**src/rtl/vote_collector_if.sv**
```systemverilog
// vote_collector_if: ballot collection and presentation signals between voters, collector and decoder
interface vote_collector_if;
    logic       open_i;
    logic [3:0] vote_valid_i;
    logic [3:0] vote_val_i;
    logic [3:0] ballot_o;
    logic       ballot_valid_o;
    logic       ballot_ready_i;
    logic [3:0] voted_o;
    logic       busy_o;
    logic       timeout_o;

    modport slave (
        input  open_i, vote_valid_i, vote_val_i, ballot_ready_i,
        output ballot_o, ballot_valid_o, voted_o, busy_o, timeout_o
    );

    modport master (
        output open_i, vote_valid_i, vote_val_i, ballot_ready_i,
        input  ballot_o, ballot_valid_o, voted_o, busy_o, timeout_o
    );
endinterface

```
**src/rtl/vote_collector.sv**
```systemverilog
// vote_collector: collects four yes/no ballots per round and presents them with valid/ready
module vote_collector #(
    parameter int TIMEOUT_CYCLES = 1000,
    parameter int TW             = 16
) (
    input  logic              clk,
    input  logic              rst_n,
    vote_collector_if.slave   bus
);
    localparam logic [1:0] IDLE    = 2'd0;
    localparam logic [1:0] COLLECT = 2'd1;
    localparam logic [1:0] PRESENT = 2'd2;
    localparam logic [TW-1:0] LAST = TW'(TIMEOUT_CYCLES - 1);

    logic [1:0]    r_state;
    logic [3:0]    r_ballot;
    logic [3:0]    r_voted;
    logic [TW-1:0] r_timer;
    logic          r_timeout;
    logic [3:0]    w_accept;
    logic [3:0]    w_voted_nx;
    logic [3:0]    w_ballot_nx;

    // first strobe per voter wins; later strobes from a voted voter are dropped
    always_comb begin
        w_accept    = bus.vote_valid_i & ~r_voted;
        w_voted_nx  = r_voted | w_accept;
        w_ballot_nx = (r_ballot & ~w_accept) | (bus.vote_val_i & w_accept);
    end

    // round FSM: open in IDLE, gather votes until all voted or timer expires, hold until accepted
    always_ff @(posedge clk or negedge rst_n) begin
        if (!rst_n) begin
            r_state   <= IDLE;
            r_ballot  <= '0;
            r_voted   <= '0;
            r_timer   <= '0;
            r_timeout <= 1'b0;
        end else begin
            case (r_state)
                IDLE: begin
                    if (bus.open_i) begin
                        r_state   <= COLLECT;
                        r_ballot  <= '0;
                        r_voted   <= '0;
                        r_timer   <= '0;
                        r_timeout <= 1'b0;
                    end
                end
                COLLECT: begin
                    r_ballot <= w_ballot_nx;
                    r_voted  <= w_voted_nx;
                    r_timer  <= r_timer + TW'(1);
                    if (&w_voted_nx) begin
                        r_state   <= PRESENT;
                        r_timeout <= 1'b0;
                    end else if (r_timer == LAST) begin
                        r_state   <= PRESENT;
                        r_timeout <= 1'b1;
                    end
                end
                PRESENT: begin
                    if (bus.ballot_ready_i) r_state <= IDLE;
                end
                default: r_state <= IDLE;
            endcase
        end
    end

    assign bus.ballot_o       = r_ballot;
    assign bus.voted_o        = r_voted;
    assign bus.timeout_o      = r_timeout;
    assign bus.ballot_valid_o = (r_state == PRESENT);
    assign bus.busy_o         = (r_state != IDLE);
endmodule

```
**src/flat_wrapper.sv**
```systemverilog
// flat-port wrapper written by rule: the top's interface ports become plain ports
module vote_collector_flat 
#(
    parameter int TIMEOUT_CYCLES = 1000,
    parameter int TW             = 16
)
  (clk, rst_n, bus_open_i, bus_vote_valid_i, bus_vote_val_i, bus_ballot_ready_i, bus_ballot_o, bus_ballot_valid_o, bus_voted_o, bus_busy_o, bus_timeout_o);
  vote_collector_if bus_i ();
  input  logic clk;
  input  logic rst_n;
  input wire logic [$bits(bus_i.open_i)-1:0] bus_open_i;
  input wire logic [$bits(bus_i.vote_valid_i)-1:0] bus_vote_valid_i;
  input wire logic [$bits(bus_i.vote_val_i)-1:0] bus_vote_val_i;
  input wire logic [$bits(bus_i.ballot_ready_i)-1:0] bus_ballot_ready_i;
  output wire logic [$bits(bus_i.ballot_o)-1:0] bus_ballot_o;
  output wire logic [$bits(bus_i.ballot_valid_o)-1:0] bus_ballot_valid_o;
  output wire logic [$bits(bus_i.voted_o)-1:0] bus_voted_o;
  output wire logic [$bits(bus_i.busy_o)-1:0] bus_busy_o;
  output wire logic [$bits(bus_i.timeout_o)-1:0] bus_timeout_o;
  assign bus_i.open_i = bus_open_i;
  assign bus_i.vote_valid_i = bus_vote_valid_i;
  assign bus_i.vote_val_i = bus_vote_val_i;
  assign bus_i.ballot_ready_i = bus_ballot_ready_i;
  assign bus_ballot_o = bus_i.ballot_o;
  assign bus_ballot_valid_o = bus_i.ballot_valid_o;
  assign bus_voted_o = bus_i.voted_o;
  assign bus_busy_o = bus_i.busy_o;
  assign bus_timeout_o = bus_i.timeout_o;
  vote_collector #(.TIMEOUT_CYCLES(TIMEOUT_CYCLES), .TW(TW)) u_core (.clk(clk), .rst_n(rst_n), .bus(bus_i));
endmodule
```
**config.mk**
```make
export PLATFORM = sky130hd
export DESIGN_NAME = vote_collector_flat
export DESIGN_NICKNAME = d
export VERILOG_FILES = /design/src/rtl/vote_collector_if.sv /design/src/rtl/vote_collector.sv /design/src/flat_wrapper.sv
export SDC_FILE = /design/constraint.sdc
export NUM_CORES = 1
export LEC_CHECK = 0
export BUFFER_PORTS_ARGS = -buffer_cell sky130_fd_sc_hd__buf_2
export CAP_MARGIN = 10
export CORE_UTILIZATION = 50
export CTS_CLUSTER_SIZE = 25
export DETAILED_ROUTE_END_ITERATION = 10
export GPL_ROUTABILITY_DRIVEN = 0
export PLACE_DENSITY = 0.75
export SETUP_SLACK_MARGIN = 0.4
export SLEW_MARGIN = 20
export SYNTH_ARGS = -nofsm -noshare
export SYNTH_HDL_FRONTEND = slang
export SYNTH_SLANG_ARGS = --single-unit
```
**constraint.sdc**
```tcl
create_clock -name clk -period 1.3 [get_ports clk]
set_input_delay 0.325 -clock clk [delete_from_list [all_inputs] [get_ports clk]]
set_output_delay 0.325 -clock clk [all_outputs]
set_load 0.005 [all_outputs]
```
== After elaboration in Yosys (flattened, before gate mapping) ==
Index checks and enable logic that the tools add are counted.

* Reduce and logical (&&, ||, !) cells: 7
* Equality and inequality tests: 6
* Div/mod/pow operators: 0
* Muxes and demuxes: 14
* Shift-type cells: 0
* Multipliers: 0
* Bitwise gates (word level): 7
* Magnitude comparators: 0
* $add $sub $neg: 1

{| class="wikitable"
|+ Operators by type and width
! kind !! count
|-
| 16-bit one-hot mux with 2 select lines || 1
|-
| 16-bit by 1-bit adder with 16-bit output, second input constant || 1
|-
| 16-bit by 10-bit equality test with 1-bit output, second input constant || 1
|-
| 16-bit two-way mux || 1
|-
| 4-bit one-hot mux with 2 select lines || 2
|-
| 4-bit AND || 3
|-
| 2-bit two-way mux || 4
|-
| 4-bit NOT || 2
|-
| 4-bit bitwise OR || 2
|-
| 2-bit one-hot mux with 3 select lines || 1
|-
| 3-bit AND reduction || 2
|-
| 4-bit two-way mux || 1
|-
| 2-bit inequality test, second input constant || 2
|-
| 4-bit AND reduction || 1
|-
| 2-bit nonzero test || 2
|-
| 1-bit two-way mux || 3
|-
| 3-bit by 1-bit inequality test with 1-bit output, second input constant || 1
|-
| 2-bit by 1-bit equality test with 1-bit output, second input constant || 1
|-
| 2-bit equality test, second input constant || 1
|-
| 2-bit logical NOT || 1
|-
| 1-bit one-hot mux with 2 select lines || 1
|-
| 2-bit AND reduction || 1
|}

* Flip-flop bits (word level): 27
* Memories: 0
* Bits of input ports: 12
* Bits in latches: 0
* Memory bits (read-only): 0
* Output and inout bits: 11
* Logic and storage cells: 40
* Bits in writable memories: 0

== Depth between registers and ports, before layout ==
* Depth in word-level cells: 6
* Depth in mapped cells: 5
* Gate-level depth less buffers: 5

== Worst setup path before layout ==
OpenSTA, ideal clock, no wires.

* Path type: register to register
* Start: register u_core.r_timer[0]
* End: register u_core.r_timer[12]
* Stages on the path, launching flop included: 6
* Setup slack: -0.081 ns
* Data arrival time: 1.257 ns
* Cells stage by stage: dfrtp_1 ha_1 nand3_1 nor2_1 a41oi_1 a211o_1

* Word-level cells in the longest chain between the ends: 2

{| class="wikitable"
|+ Ends and longest elaborated chain
! what !! RTL line !! source
|-
| start, declared || vote_collector.sv:18 || <nowiki>logic [TW-1:0] r_timer;</nowiki>
|-
| start signal, assigned || vote_collector.sv:53 || <nowiki>r_timer <= r_timer + TW'(1);</nowiki>
|-
| 16-bit by 1-bit adder with 16-bit output || vote_collector.sv:53 ||
|-
| 16-bit one-hot mux with 2 select lines || vote_collector.sv:40 || <nowiki>case (r_state)</nowiki>
|}

Every way passes these cells.
A chain may end at the register's enable or synchronous reset.

== Final worst setup path ==
* Start: register u_core.r_state[1]
* End: output port bus_busy_o

* Word-level cells in the longest chain between the ends: 1

{| class="wikitable"
|+ Ends and longest elaborated chain
! what !! RTL line !! source
|-
| start, declared || vote_collector.sv:15 || <nowiki>logic [1:0] r_state;</nowiki>
|-
| start signal, assigned || vote_collector.sv:34 || <nowiki>r_state <= IDLE;</nowiki>
|-
| start signal, assigned || vote_collector.sv:43 || <nowiki>r_state <= COLLECT;</nowiki>
|-
| start signal, assigned || vote_collector.sv:55 || <nowiki>r_state <= PRESENT;</nowiki>
|-
| 2-bit nonzero test || vote_collector.sv:74 || <nowiki>assign bus.busy_o = (r_state != IDLE);</nowiki>
|-
| end, declared || flat_wrapper.sv:18 || <nowiki>output wire logic [$bits(bus_i.busy_o)-1:0] bus_busy_o;</nowiki>
|}

Every way passes these cells.

==> results.sh <==
export IMPL_yosys_warnings=0
export IMPL_critical_path_cell_count=2
export IMPL_clockBufferDepth=2
export IMPL_cellPowerDensity_nw_per_um2=2240
export IMPL_post_drt_wl_per_cell_um=22.3
export IMPL_boundaryPins=23
export IMPL_antenna_violations_before_repair=0
export IMPL_die_w_um=56.3
export IMPL_worstSkewPairLatency_ns=0.36
export IMPL_die_area_sq_um=3170
export IMPL_route_detailed_drc=0
export IMPL_min_path_type="in -> reg"
export IMPL_clock_sink_count=27
export IMPL_route_antenna_remaining_nets=0
export IMPL_crit_family="flip-flops"
export IMPL_period_share_pct=117
export IMPL_finClkSkew_ns=0.00610
export IMPL_worstPathMaxFanout=3
export IMPL_max_slew_worst_pin_slew_ns=0.320
export IMPL_yosys_register_bits=27
export IMPL_clkSlewWorstSetupHoldPaths_ns=0.17
export IMPL_via_count_of_the_first_global_routing_pass=1565
export IMPL_post_dp_hpwl_mm=2.82
export IMPL_synth_area_top_cells="sky130_fd_sc_hd__dfrtp_1, sky130_fd_sc_hd__a21oi_1, sky130_fd_sc_hd__o21ai_0, sky130_fd_sc_hd__nor2_1, sky130_fd_sc_hd__nand2_1"
export IMPL_synth_top_family_by_area="simple AND/OR/NAND/NOR gates"
export IMPL_synth_top_area_share_pct=45.9
export IMPL_syn_area_per_cell_sq_um=9.26
export IMPL_mappedNetlistNets=172
export IMPL_grt_pass1_wl_mm=7.41
export IMPL_grt_ovfl_total=0
export IMPL_timing_critical_path_from_type="register"
export IMPL_numPortBuffers=22
export IMPL_cp_buffers_inverters=1
export IMPL_timing_hold_worst_path_depth=2
export IMPL_layout_filler_cells=115
export IMPL_synth_enable_flop_cells=0
export IMPL_static_leakage_power_nw=1.12
export IMPL_synth_mux_area_fraction_pct=2.72
export IMPL_slew_violations=0
export IMPL_finish_stage_setup_viols=19
export IMPL_worst_r2r_cell_count=5
export IMPL_complex_gate_fraction_of_the_synthesized_area_pct=23.3
export IMPL_cts_htree_levels=1
export IMPL_core_rowCount=19
export IMPL_mappedNetlistArea_sq_um=1470
export IMPL_max_clock_freq_mhz=657
export IMPL_final_layout_size_suffix_gt1_share_pct=59.6
export IMPL_p_total_w=0.00531
export IMPL_pin_count_of_the_biggest_net_entering_global_routing=18
export IMPL_synth_adder_area_share_pct=0.850
export IMPL_worst_setup_path_type="reg -> out"
export IMPL_viasPerCell=6.83
export IMPL_die_h_um=56.3
export IMPL_crit_path_end_kind="output pin"
export IMPL_nets=244
export IMPL_run_status="complete, but fails checks"
export IMPL_clk_root_buffer_cell="sky130_fd_sc_hd__clkbuf_4"
export IMPL_ir_worst_vdd_uv=2090
export IMPL_antenna_cells=0
export IMPL_post_synth_xor_area_fraction_pct=0
export IMPL_setup_tns_final_ns=-2.17
export IMPL_ys_types=40
export IMPL_routed_via_count=1783
export IMPL_synthCells=159
export IMPL_seq_area_frac_synth_pct=45.9
export IMPL_grt_usage_pct=30.5
export IMPL_numCtsBuffers=3
export IMPL_routed_wirelength_mm=5.81
export IMPL_synth_simple_gate_area_share_pct=24.0
export IMPL_violations_in_the_final_reports="setup timing"
export IMPL_async_flop_share_pct=100
export IMPL_initial_core_util_pct=52.9
export IMPL_layout_min_cycle_time_ns=1.52
export IMPL_worst_ep_arrival_time_ns=1.20
export IMPL_netlist_top_cell_by_area="sky130_fd_sc_hd__dfrtp_1"
export IMPL_final_cell_area_sq_um=2370
export IMPL_utilization_after_layout_pct=85.1
export IMPL_dr_pass1_iters=4
export IMPL_finalHoldViolCount=0
export IMPL_core_region_area_sq_um=2780
export IMPL_max_slew_margin_rel_pct=78.4
export IMPL_synthToLayoutAreaGrowth_pct=60.7
export IMPL_critical_path_slowest_cell="sky130_fd_sc_hd__dfrtp_2"
export IMPL_max_cap_viol_count=0
export IMPL_finalWorstSetupSlack_ns=-0.223
export IMPL_crit_path_cell_trace="or2_4, buf_6"
export IMPL_setup_repair_after_global_routing_missed_its_margin="true"
export IMPL_required_ns=0.98
export IMPL_post_dp_cell_area_sq_um=1880
export IMPL_synth_top_flop_cell="sky130_fd_sc_hd__dfrtp_1"
export IMPL_cts_tree="yes"
export IMPL_detail_route_iter0_violations=139
export IMPL_timing_critical_path_slowest_cell_delay_ns=0.48
-- worst paths after layout --
kind                       slack [ns]                    to                from
min reg2reg                      0.57     u_core.r_timer[5]   u_core.r_timer[5]
max                             -0.22            bus_busy_o   u_core.r_state[1]
max reg2reg                     -0.20  u_core.bus.timeout_o   u_core.r_timer[1]
max in group asynchronous        0.55    u_core.r_timer[12]               rst_n
min in group asynchronous        0.35     u_core.r_timer[5]               rst_n
min                              0.13     u_core.r_state[1]  bus_ballot_ready_i
-- flip-flops by register name, summed over array words and instances, names as in the netlist --
register	cells
u_core.r_state	2
u_core.bus.voted_o	4
u_core.r_timer	16
u_core.bus.ballot_o	4
u_core.bus.timeout_o	1
-- kinds of logic after synthesis --
logic type | after synthesis
compound gates | 56
fa+ha+maj | 1
buf+inv | 9
flops | 27
mux | 4
simple gates | 62
-- final cells by class --
type	count	area, sq um	share of cell area [%]
Inverter	2	10.0	0.423
Tap cell	31	38.8	1.64
Multi-Input combinational cell	123	996	42.1
Clock buffer	3	22.5	0.952
Timing Repair Buffer	74	604	25.5
Clock inverter	1	7.51	0.317
Sequential cell	27	687	29.0
-- timing repair --
action / in CTS / in global routing
pin swaps: 7 / 19
setup endpoints to repair: 38 / 38
endpoints found under the hold margin: 10 / 0
setup buffers: 17 / 9
resized for setup: 19 / 38
cloned: 1 / 0
hold buffers: 1 / 0
-- metrics by stage --
stage          hold slack [ns]  cells  worst slack (ns)
6_report                 0.125    261            -0.223
3_5_place_dp             0.228    229            -0.101
5_1_grt                  0.116    261            -0.244
4_1_cts                  0.119    252            -0.198
2_1_floorplan           0.0294    159          -0.00830
3_3_place_gp             0.212    229           -0.0129
-- synth_stat cells (2+ instances only) --
cell	count
sky130_fd_sc_hd__o31ai_1	2
sky130_fd_sc_hd__mux2i_1	4
sky130_fd_sc_hd__buf_4	2
sky130_fd_sc_hd__nand4_1	2
sky130_fd_sc_hd__nand3_1	7
sky130_fd_sc_hd__nor2_1	15
sky130_fd_sc_hd__o21ai_1	2
sky130_fd_sc_hd__a41oi_1	3
sky130_fd_sc_hd__buf_2	5
sky130_fd_sc_hd__a21o_1	3
sky130_fd_sc_hd__and3_1	2
sky130_fd_sc_hd__dfrtp_1	27
sky130_fd_sc_hd__a31oi_1	6
sky130_fd_sc_hd__a22o_1	2
sky130_fd_sc_hd__nand2b_1	4
sky130_fd_sc_hd__a21oi_1	17
sky130_fd_sc_hd__o21ai_0	13
sky130_fd_sc_hd__inv_1	2
sky130_fd_sc_hd__o22ai_1	3
sky130_fd_sc_hd__and4_1	3
sky130_fd_sc_hd__nor3_1	4
sky130_fd_sc_hd__nand2_1	13
-- metal layers --
metal  track usage, %  vias to the layer above  routed length [um]
li1                 -                      733                   -
met5                0                        -                   0
met4             15.3                        0                 321
met2             51.7                      160                2730
met3             3.23                       38                 600
met1             38.6                      852                2160
-- power by group --
group	internal, W	total (W)	leakage [nW]	switching [W]
registers	0.00113	0.00144	0.346	0.000314
clock network	0.000118	0.000419	0.0139	0.000300
logic	0.00176	0.00345	0.762	0.00169
total	0.00300	0.00531	1.12	0.00230
-- cells in the final DEF, fill, tap and decap left out, types with 2 or more instances in the layout --
cell type	Yosys	final
sky130_fd_sc_hd__mux2i_1	4	4
sky130_fd_sc_hd__buf_4	2	35
sky130_fd_sc_hd__clkbuf_4	0	3
sky130_fd_sc_hd__nor3_1	4	2
sky130_fd_sc_hd__nand2b_1	4	4
sky130_fd_sc_hd__o21ai_2	1	5
sky130_fd_sc_hd__nor2_4	1	5
sky130_fd_sc_hd__nor2_1	15	10
sky130_fd_sc_hd__nor3_4	0	2
sky130_fd_sc_hd__nand4_1	2	2
sky130_fd_sc_hd__a41oi_2	0	2
sky130_fd_sc_hd__buf_6	0	13
sky130_fd_sc_hd__o22ai_1	3	3
sky130_fd_sc_hd__a21o_1	3	3
sky130_fd_sc_hd__and4_2	0	2
sky130_fd_sc_hd__a31oi_1	6	5
sky130_fd_sc_hd__a21oi_2	0	11
sky130_fd_sc_hd__nand3_1	7	2
sky130_fd_sc_hd__a22o_1	2	2
sky130_fd_sc_hd__buf_2	5	21
sky130_fd_sc_hd__o31ai_2	0	2
sky130_fd_sc_hd__nor2_2	1	2
sky130_fd_sc_hd__dfrtp_1	27	18
sky130_fd_sc_hd__dfrtp_2	0	9
sky130_fd_sc_hd__nand3_2	0	4
sky130_fd_sc_hd__nand2_1	13	11
sky130_fd_sc_hd__a21oi_1	17	6
sky130_fd_sc_hd__buf_12	0	4
sky130_fd_sc_hd__nand2_4	0	2
sky130_fd_sc_hd__o21ai_1	2	9
(Power assumes the default switching activity.)
